### config.mk
export PLATFORM = sky130hd
export DESIGN_NAME = countdown_scheduler
export DESIGN_NICKNAME = d
export VERILOG_FILES = /design/src/rtl/countdown_pkg.sv /design/src/rtl/countdown_scheduler_rr_arbiter.sv /design/src/rtl/countdown_scheduler.sv
export SDC_FILE = /design/constraint.sdc
export NUM_CORES = 1
export LEC_CHECK = 0
export ABC_CLOCK_PERIOD_IN_PS = 2600
export BUFFER_PORTS_ARGS = -buffer_cell sky130_fd_sc_hd__buf_4
export CORE_ASPECT_RATIO = 0.9
export CORE_MARGIN = 2
export CORE_UTILIZATION = 45
export DETAILED_ROUTE_END_ITERATION = 7
export PLACE_DENSITY = 0.75
export SYNTH_ARGS = -nofsm -noshare
export SYNTH_HDL_FRONTEND = slang
export SYNTH_SLANG_ARGS = --single-unit
### constraint.sdc
create_clock -name clk -period 2.6 [get_ports clk]
set_input_delay 0.13 -clock clk [delete_from_list [all_inputs] [get_ports clk]]
set_output_delay 0.13 -clock clk [all_outputs]
set_load 0.005 [all_outputs]
### src/rtl/countdown_pkg.sv
// Shared types and defaults for the countdown scheduler and its arbiter.
package countdown_pkg;

  localparam int unsigned DEF_NUM_REQ = 4;
  localparam int unsigned DEF_WIDTH   = 4;

  typedef enum logic [1:0] {
    IDLE  = 2'd0,
    LOAD  = 2'd1,
    COUNT = 2'd2,
    DONE  = 2'd3
  } state_e;

endpackage

### src/rtl/countdown_scheduler_rr_arbiter.sv
// Combinational round-robin pick: first set req bit searching upward, with
// wrap, starting just after the pointer.
module rr_arbiter
  import countdown_pkg::*;
#(
  parameter int unsigned NUM_REQ = DEF_NUM_REQ,
  parameter int unsigned IDX_W   = (NUM_REQ > 1) ? $clog2(NUM_REQ) : 1
) (
  input  logic [NUM_REQ-1:0] req,
  input  logic [IDX_W-1:0]   pointer,
  output logic [NUM_REQ-1:0] gnt,
  output logic [IDX_W-1:0]   idx,
  output logic               any
);

  always_comb begin
    logic [IDX_W-1:0] cand;
    gnt  = '0;
    idx  = '0;
    any  = 1'b0;
    cand = '0;
    for (int unsigned k = 1; k <= NUM_REQ; k++) begin
      cand = IDX_W'((32'(pointer) + k) % NUM_REQ);
      if (!any && req[cand]) begin
        any       = 1'b1;
        idx       = cand;
        gnt[cand] = 1'b1;
      end
    end
  end

endmodule

### src/rtl/countdown_scheduler.sv
// Shares one external loadable down-counter among NUM_REQ requesters:
// round-robin grant, load, decrement to zero, then pulse done to the winner.
module countdown_scheduler
  import countdown_pkg::*;
#(
  parameter int unsigned NUM_REQ = DEF_NUM_REQ,
  parameter int unsigned WIDTH   = DEF_WIDTH
) (
  input  logic                       clk,
  input  logic                       rst,
  input  logic [NUM_REQ-1:0]         req,
  input  logic [NUM_REQ*WIDTH-1:0]   req_val,
  output logic [NUM_REQ-1:0]         gnt,
  output logic [NUM_REQ-1:0]         done,
  output logic                       busy,
  output logic [WIDTH-1:0]           IN,
  output logic                       latch,
  output logic                       dec,
  input  logic                       zero
);

  localparam int unsigned IDX_W = $clog2(NUM_REQ);

  state_e               state_q, state_d;
  logic [IDX_W-1:0]     winner_q, winner_d;
  logic [IDX_W-1:0]     ptr_q, ptr_d;
  logic [NUM_REQ-1:0]   gnt_q, gnt_d;
  logic [NUM_REQ-1:0]   done_q, done_d;
  logic                 latch_q, latch_d;
  logic                 busy_q, busy_d;

  logic [NUM_REQ-1:0]   arb_gnt;
  logic [IDX_W-1:0]     arb_idx;
  logic                 arb_any;
  logic [NUM_REQ-1:0]   onehot;
  logic [WIDTH-1:0]     val_arr [NUM_REQ];

  rr_arbiter #(
    .NUM_REQ (NUM_REQ),
    .IDX_W   (IDX_W)
  ) u_arb (
    .req     (req),
    .pointer (ptr_q),
    .gnt     (arb_gnt),
    .idx     (arb_idx),
    .any     (arb_any)
  );

  always_comb begin
    for (int unsigned i = 0; i < NUM_REQ; i++) begin
      val_arr[i] = req_val[i*WIDTH +: WIDTH];
    end
  end

  always_comb begin
    state_d  = state_q;
    winner_d = winner_q;
    ptr_d    = ptr_q;
    unique case (state_q)
      IDLE: begin
        if (arb_any) begin
          winner_d = arb_idx;
          state_d  = LOAD;
        end
      end
      LOAD: state_d = COUNT;
      COUNT: begin
        // A dropped request aborts silently; it takes precedence over zero.
        if (!req[winner_q]) begin
          ptr_d   = winner_q;
          state_d = IDLE;
        end else if (zero) begin
          state_d = DONE;
        end
      end
      DONE: begin
        ptr_d   = winner_q;
        state_d = IDLE;
      end
      default: state_d = IDLE;
    endcase

    // gnt_q already holds onehot(winner_q) once a job is under way.
    onehot  = (state_q == IDLE) ? arb_gnt : gnt_q;
    gnt_d   = (state_d != IDLE) ? onehot : '0;
    done_d  = (state_d == DONE) ? onehot : '0;
    latch_d = (state_d == LOAD);
    busy_d  = (state_d != IDLE);
  end

  always_ff @(posedge clk) begin
    if (rst) begin
      state_q  <= IDLE;
      winner_q <= '0;
      ptr_q    <= IDX_W'(NUM_REQ - 1);
      gnt_q    <= '0;
      done_q   <= '0;
      latch_q  <= 1'b0;
      busy_q   <= 1'b0;
    end else begin
      state_q  <= state_d;
      winner_q <= winner_d;
      ptr_q    <= ptr_d;
      gnt_q    <= gnt_d;
      done_q   <= done_d;
      latch_q  <= latch_d;
      busy_q   <= busy_d;
    end
  end

  // req_val is read only while latch is high, i.e. during LOAD.
  assign IN    = latch_q ? val_arr[winner_q] : '0;
  assign dec   = (state_q == COUNT) && !zero;
  assign gnt   = gnt_q;
  assign done  = done_q;
  assign latch = latch_q;
  assign busy  = busy_q;

endmodule

After elaboration in Yosys (flattened, before gate mapping)
Cells that the tools add are included.
W data, S select, Z words.
{ "classes": {"addsub": 4, "order_cmp": 10, "n_eq_ne": 6, "muxes": 41, "bitwise_logic": 6, "reduce_logical": 19} }
{ "ops": {"columns": ["op", "n"], "rows": [
  ["$mux W4", 8],
  ["$mux W2", 8],
  ["$lt A2 B3 Y1 const B", 5],
  ["$mux W1", 13],
  ["$or A4 B4 Y4", 3],
  ["$bmux W1 S2", 5],
  ["$bmux W4 S2", 1],
  ["$demux W1 S2", 4],
  ["$ge A2 B1 Y1 const B", 4],
  ["$logic_and A1 B1 Y1", 8],
  ["$pmux W2 S4", 1],
  ["$eq A2 B2 Y1 const B", 3],
  ["$add A2 B1 Y2 const B", 2],
  ["$add A2 B2 Y2 const B", 2],
  ["$eq A2 B1 Y1 const B", 2],
  ["$logic_not A1 Y1", 4],
  ["$pmux W2 S2", 1],
  ["$reduce_and A2 Y1", 2],
  ["$reduce_bool A2 Y1", 2],
  ["$reduce_or A2 Y1", 2],
  ["$ge A3 B3 Y1 const B", 1],
  ["$not A2 Y3", 1],
  ["$logic_not A2 Y1", 1],
  ["$ne A2 B2 Y1 const B", 1],
  ["$not A1 Y1", 2]
]} }
{ "totals": {"regBits": 16, "in_bits": 23, "out_inout_bits": 15} }

Depth between registers and ports, before layout
{ "logic_depth": {"depth_word": 18, "mapped_depth": 10, "ltp_nobuf": 7} }

Hierarchy
From an unflattened synthesis, not the netlist that was laid out.
{ "hier_totals": {"cells_unflattened": 145, "hier_area_um2": 1392.6} }
{ "modules_own_cells": {"columns": ["mod", "n_inst", "cells_per_inst", "area_per_inst_um2", "seq_area_each_um2"], "rows": [
  ["countdown_scheduler", 1, 77, 867.1, 320.3],
  ["rr_arbiter", 1, 68, 525.5, 0.0]
]} }

Worst setup path before layout
No wires, ideal clock.
{ "synth_timing": {"path_kind": "reg2reg", "startpoint": "register ptr_q[0]", "endpoint": "register gnt_q[0] (netlist: gnt[0])", "arrival_ns": 2.389, "required_ns": 2.479, "slack_ns": 0.089, "stages_incl_launch_ff": 9, "n_path_buf": 2, "cell_sequence": "dfxtp_1 -> buf_6 -> inv_1 -> ha_1 -> buf_6 -> mux4_2 -> o41ai_4 -> a21o_2 -> nor2_1"} }
{ "synth_via": {"elab_chain_len": 18, "word_cells_on_any_way": 55, "cone_classes": "add/sub (4); order compare (8); mux (27); bitwise (4); reduce/logical (12)"} }
{ "synth_lines": {"columns": ["item", "line_no", "source"], "rows": [
  ["start: declaration", "countdown_scheduler.sv:26", "logic [IDX_W-1:0] ptr_q, ptr_d;"],
  ["start signal: assignment", "countdown_scheduler.sv:95", "ptr_q <= IDX_W'(NUM_REQ - 1);"],
  ["start signal: assignment", "countdown_scheduler.sv:103", "ptr_q <= ptr_d;"],
  ["$add A2 B1 Y2", "countdown_scheduler_rr_arbiter.sv:23", "cand = IDX_W'((32'(pointer) + k) % NUM_REQ);"],
  ["$bmux W1 S2", "countdown_scheduler_rr_arbiter.sv:24", "if (!any && req[cand]) begin"],
  ["$mux W1 (not written as such)", "countdown_scheduler_rr_arbiter.sv:24", null],
  ["$mux W1", "countdown_scheduler_rr_arbiter.sv:24", null],
  ["$logic_not A1 Y1", "countdown_scheduler_rr_arbiter.sv:24", null],
  ["$logic_and A1 B1 Y1", "countdown_scheduler_rr_arbiter.sv:24", null],
  ["$mux W1", "countdown_scheduler_rr_arbiter.sv:24", null],
  ["$logic_not A1 Y1", "countdown_scheduler_rr_arbiter.sv:24", null],
  ["[... 2 more ...]", null, null],
  ["$logic_not A1 Y1", "countdown_scheduler_rr_arbiter.sv:24", null],
  ["$logic_and A1 B1 Y1", "countdown_scheduler_rr_arbiter.sv:24", null],
  ["$mux W1", "countdown_scheduler_rr_arbiter.sv:24", null],
  ["$mux W2", "countdown_scheduler.sv:61", "if (arb_any) begin"],
  ["$pmux W2 S4", "countdown_scheduler.sv:59", "unique case (state_q)"],
  ["$reduce_bool A2 Y1", "countdown_scheduler.sv:85", "gnt_d = (state_d != IDLE) ? onehot : '0;"],
  ["$not A1 Y1 (no source line)", null, null],
  ["$reduce_or A2 Y1 (no source line)", null, null],
  ["end signal: assignment", "countdown_scheduler.sv:104", "gnt_q <= gnt_d;"],
  ["end: declaration", "countdown_scheduler.sv:27", "logic [NUM_REQ-1:0] gnt_q, gnt_d;"]
]} }
Several ways; a longest one is shown, not always the timed one. The select of a mux whose other input is x is not followed.
A chain may end at the register's enable or synchronous reset.

Worst setup path after layout
{ "layout_timing": {"startpoint": "register ptr_q[0]", "endpoint": "register done_q[3] (netlist: done[3])"} }
{ "layout_via": {"elab_chain_len": 18, "word_cells_on_any_way": 55, "cone_classes": "add/sub (4); order compare (8); eq/ne (1); mux (27); bitwise (4); reduce/logical (11)"} }
{ "layout_lines": {"columns": ["item", "line_no", "source"], "rows": [
  ["$add A2 B1 Y2", "countdown_scheduler_rr_arbiter.sv:23", null],
  ["$bmux W1 S2", "countdown_scheduler_rr_arbiter.sv:24", null],
  ["$mux W1 (not written as such)", "countdown_scheduler_rr_arbiter.sv:24", null],
  ["$mux W1", "countdown_scheduler_rr_arbiter.sv:24", null],
  ["$logic_not A1 Y1", "countdown_scheduler_rr_arbiter.sv:24", null],
  ["$logic_and A1 B1 Y1", "countdown_scheduler_rr_arbiter.sv:24", null],
  ["$mux W1", "countdown_scheduler_rr_arbiter.sv:24", null],
  ["$logic_not A1 Y1", "countdown_scheduler_rr_arbiter.sv:24", null],
  ["[... 2 more ...]", null, null],
  ["$logic_not A1 Y1", "countdown_scheduler_rr_arbiter.sv:24", null],
  ["$logic_and A1 B1 Y1", "countdown_scheduler_rr_arbiter.sv:24", null],
  ["$mux W1", "countdown_scheduler_rr_arbiter.sv:24", null],
  ["$mux W2", "countdown_scheduler.sv:61", null],
  ["$pmux W2 S4", "countdown_scheduler.sv:59", null],
  ["$eq A2 B2 Y1", "countdown_scheduler.sv:86", "done_d = (state_d == DONE) ? onehot : '0;"],
  ["$not A1 Y1 (no source line)", null, null],
  ["$reduce_or A2 Y1 (no source line)", null, null],
  ["end signal: assignment", "countdown_scheduler.sv:105", "done_q <= done_d;"],
  ["end: declaration", "countdown_scheduler.sv:28", "logic [NUM_REQ-1:0] done_q, done_d;"]
]} }
Several ways; a longest one is shown, not always the timed one. The select of a mux whose other input is x is not followed.

==> summary.txt <==
Global route
  – Number of global-route vias before repair: 961
  – Grt ovf: 0
  – Gr usage total: 19.0%
  – Pin count of the biggest net entering global routing: 13
  – Initial antenna violation count: 0
  – First-pass GRT wire length: 4.38 mm

Setup path
  – Worst Setup End Kind: flop
  – Startpoint types: flop
  – Critical Path RT: 2760 ps
  – CP max FO: 9
  – R2R depth: 6
  – Worst path arrival time: 2480 ps
  – Critical path class: flop to flop

Synthesis
  – Post-synth top cells: dfxtp_1, nor2_1, mux4_2, and2_1, ha_1
  – Synth Area in Compound Gates: 21.3%
  – XOR/XNOR share of the synthesized area: 0%
  – Top post-synthesis cells by area: dfxtp_1, mux4_2, ha_1
  – Mux share of post-synthesis cell area: 18.7%
  – Post-synth top area share: 26.8%
  – Post-Syn Instances: 113
  – Fraction of registers with async set/reset: 0%
  – Post-synth EDFFs: 0
  – Cell variety after synth: 35
  – Post-synthesis sequential area ratio: 26.8%
  – Synth Flop Type: dfxtp_1
  – Mapped Area: 1190 um2
  – Largest family of logic cells by synthesized area: compound AO/OA/AOI/OAI gates
  – Seq cells post-synth: 16
  – Warnings, synthesis: 0
  – Synth Area in Adders: 8.39%
  – Post-Synth Simple-Gate Area: 19.8%
  – Syn Nets: 144
  – Syn Area/Cell: 10.6 um2
  – Top cell type by total area after synthesis: dfxtp_1

Finish
  – Final nets: 186
  – Area Growth Syn to Fin: 28.4%
  – Number of diodes: 0
  – Number of fill cells in the layout: 215
  – Share of cells above drive strength 1: 42.5%

Clocking
  – Postcts setup bufs: 0
  – Clock latency on the worst-skew pair: 270 ps
  – Clock transition at path regs: 80 ps
  – PostCTS Resize Cnt: 0
  – Cts hold-fix bufs: 0
  – Clk sink count: 16
  – Clock root cell: clkbuf_4
  – H-Tree Level Count: 1
  – CTS buffer count: 3
  – Clk buf depth: 2
  – Clock tree from TritonCTS: built

STA
  – Period Utilization, post-route: 89.2%
  – Max-slew violations: 0
  – Relative slew slack: 72.3%
  – Fin worst setup slack: 281 ps
  – Fmax: 431 MHz
  – Worst slew pin tran: 414 ps
  – Crit path time final: 2320 ps
  – RSZ-0062 raised after global routing: false
  – Setup TNS: 0 ps
  – Clock Skew: 0.431 ps
  – Final Hold Viols: 0
  – Final setup vio count: 0

Die
  – Number of I/O pins: 38
  – Die H: 52.9 um
  – Core area: 2490 um2
  – Die area: 3080 um2
  – Initial Utilization: 48.0%
  – # rows: 17
  – DIE WIDTH: 58.3 um

Power and ir drop
  – Power Dens Cells: 642 nW/um2
  – Max VDD drop: 0.440 mV
  – Cell leakage power: 0.000690 uW

Route
  – DRC: 0
  – Wirelength per Cell: 15.6 um
  – Initial DRC Count: 40
  – Detail Route Antenna Nets: 0
  – DR vias: 1025
  – Initial DRT Pass Iterations: 4
  – WL final: 2.83 mm
  – Vias per Instance: 5.66

Job
  – Max Cap Viol: 0

Place
  – Port Buffers: 37
  – HPWL after DPL: 2.31 mm
  – DP Worst Slack: 296 ps
  – GPL Wtd Cong: 0.804

Status
  – Run status: finished, final reports clean

Worst hold path
  – Hold path depth: 2
  – Worst hold path class: input pin to flop
[final cells by class]
class | count | area [um2] | area share (%)
Multi-Input combinational cell | 86 | 813 | 53.1
Timing Repair Buffer | 43 | 323 | 21.1
Sequential cell | 16 | 320 | 20.9
Tap cell | 28 | 35.0 | 2.29
Clock buffer | 3 | 22.5 | 1.47
Inverter | 5 | 18.8 | 1.22
[stage by stage]
| stage | instance area (um2) | hold slack, ps | util [%] | power (uW) | cells |
|---|---|---|---|---|---|
| after CTS | 1530 | 82.6 | 61.6 | 989 | 181 |
| after global routing | 1530 | 87.0 | 61.6 | 1050 | 181 |
| after detailed placement | 1510 | 376 | 60.7 | 868 | 178 |
| final | 1530 | 84.1 | 61.6 | 983 | 181 |
| after floorplan | 1190 | 293 | - | 697 | 113 |
| after global placement | 1510 | 371 | 60.7 | 855 | 178 |
[logic make-up (layout without fill, tap and decap cells)]
kind of cell / Yosys count / count (layout)
simple gates: 41 / 41
compound gates: 26 / 26
flops: 16 / 16
mux: 11 / 11
buf+inv: 11 / 51
fa+ha+maj: 8 / 8
[layout by cell type (no fill, tap or decap), drive strengths merged, types with 3 or more instances in the layout]
cell type,n
nor2b,3
clkbuf,3
o32ai,4
buf,43
inv,5
dfxtp,16
a221o,4
o21ai,4
nor2,16
mux4,9
a221oi,3
and3,4
ha,8
and2,8
[power breakdown]
| part | switching, uW | internal, uW |
|---|---|---|
| Clock | 66.6 | 53.6 |
| Sequential | 48.7 | 286 |
| Combinational | 248 | 280 |
| Total | 363 | 620 |
[registers in the layout, summed over array words and instances, names as in the netlist]
| register | cells |
|---|---|
| gnt | 4 |
| done | 4 |
| ptr_q | 2 |
| busy | 1 |
| winner_q | 2 |
| latch | 1 |
| state_q | 2 |
[critical path, stage by stage (launching register included)]
cell and delay (ps):
dfxtp_1 330, inv_1 100, ha_1 350, mux4_2 650
a221o_1 420, o32ai_2 270, nor2_1 80
[path summary, 6_finish.rpt]
| check | slack, ps | startpoint | endpoint |
|---|---|---|---|
| worst max-delay path | 280 | ptr_q[0] | done[3] |
| worst min-delay path | 80 | rst | state_q[0] |
| worst max register to register | 280 | ptr_q[0] | done[3] |
| worst min register to register | 530 | gnt[2] | done[2] |
[layer usage]
metal  track usage, %  wire length (um)  vias up
met5                0                 0        -
met4             6.98                19        0
met3             1.47               103        2
met2             27.9              1370       25
met1             28.8              1340      488
li1                 -                 -      510
Power figures use the tool's default switching activity.
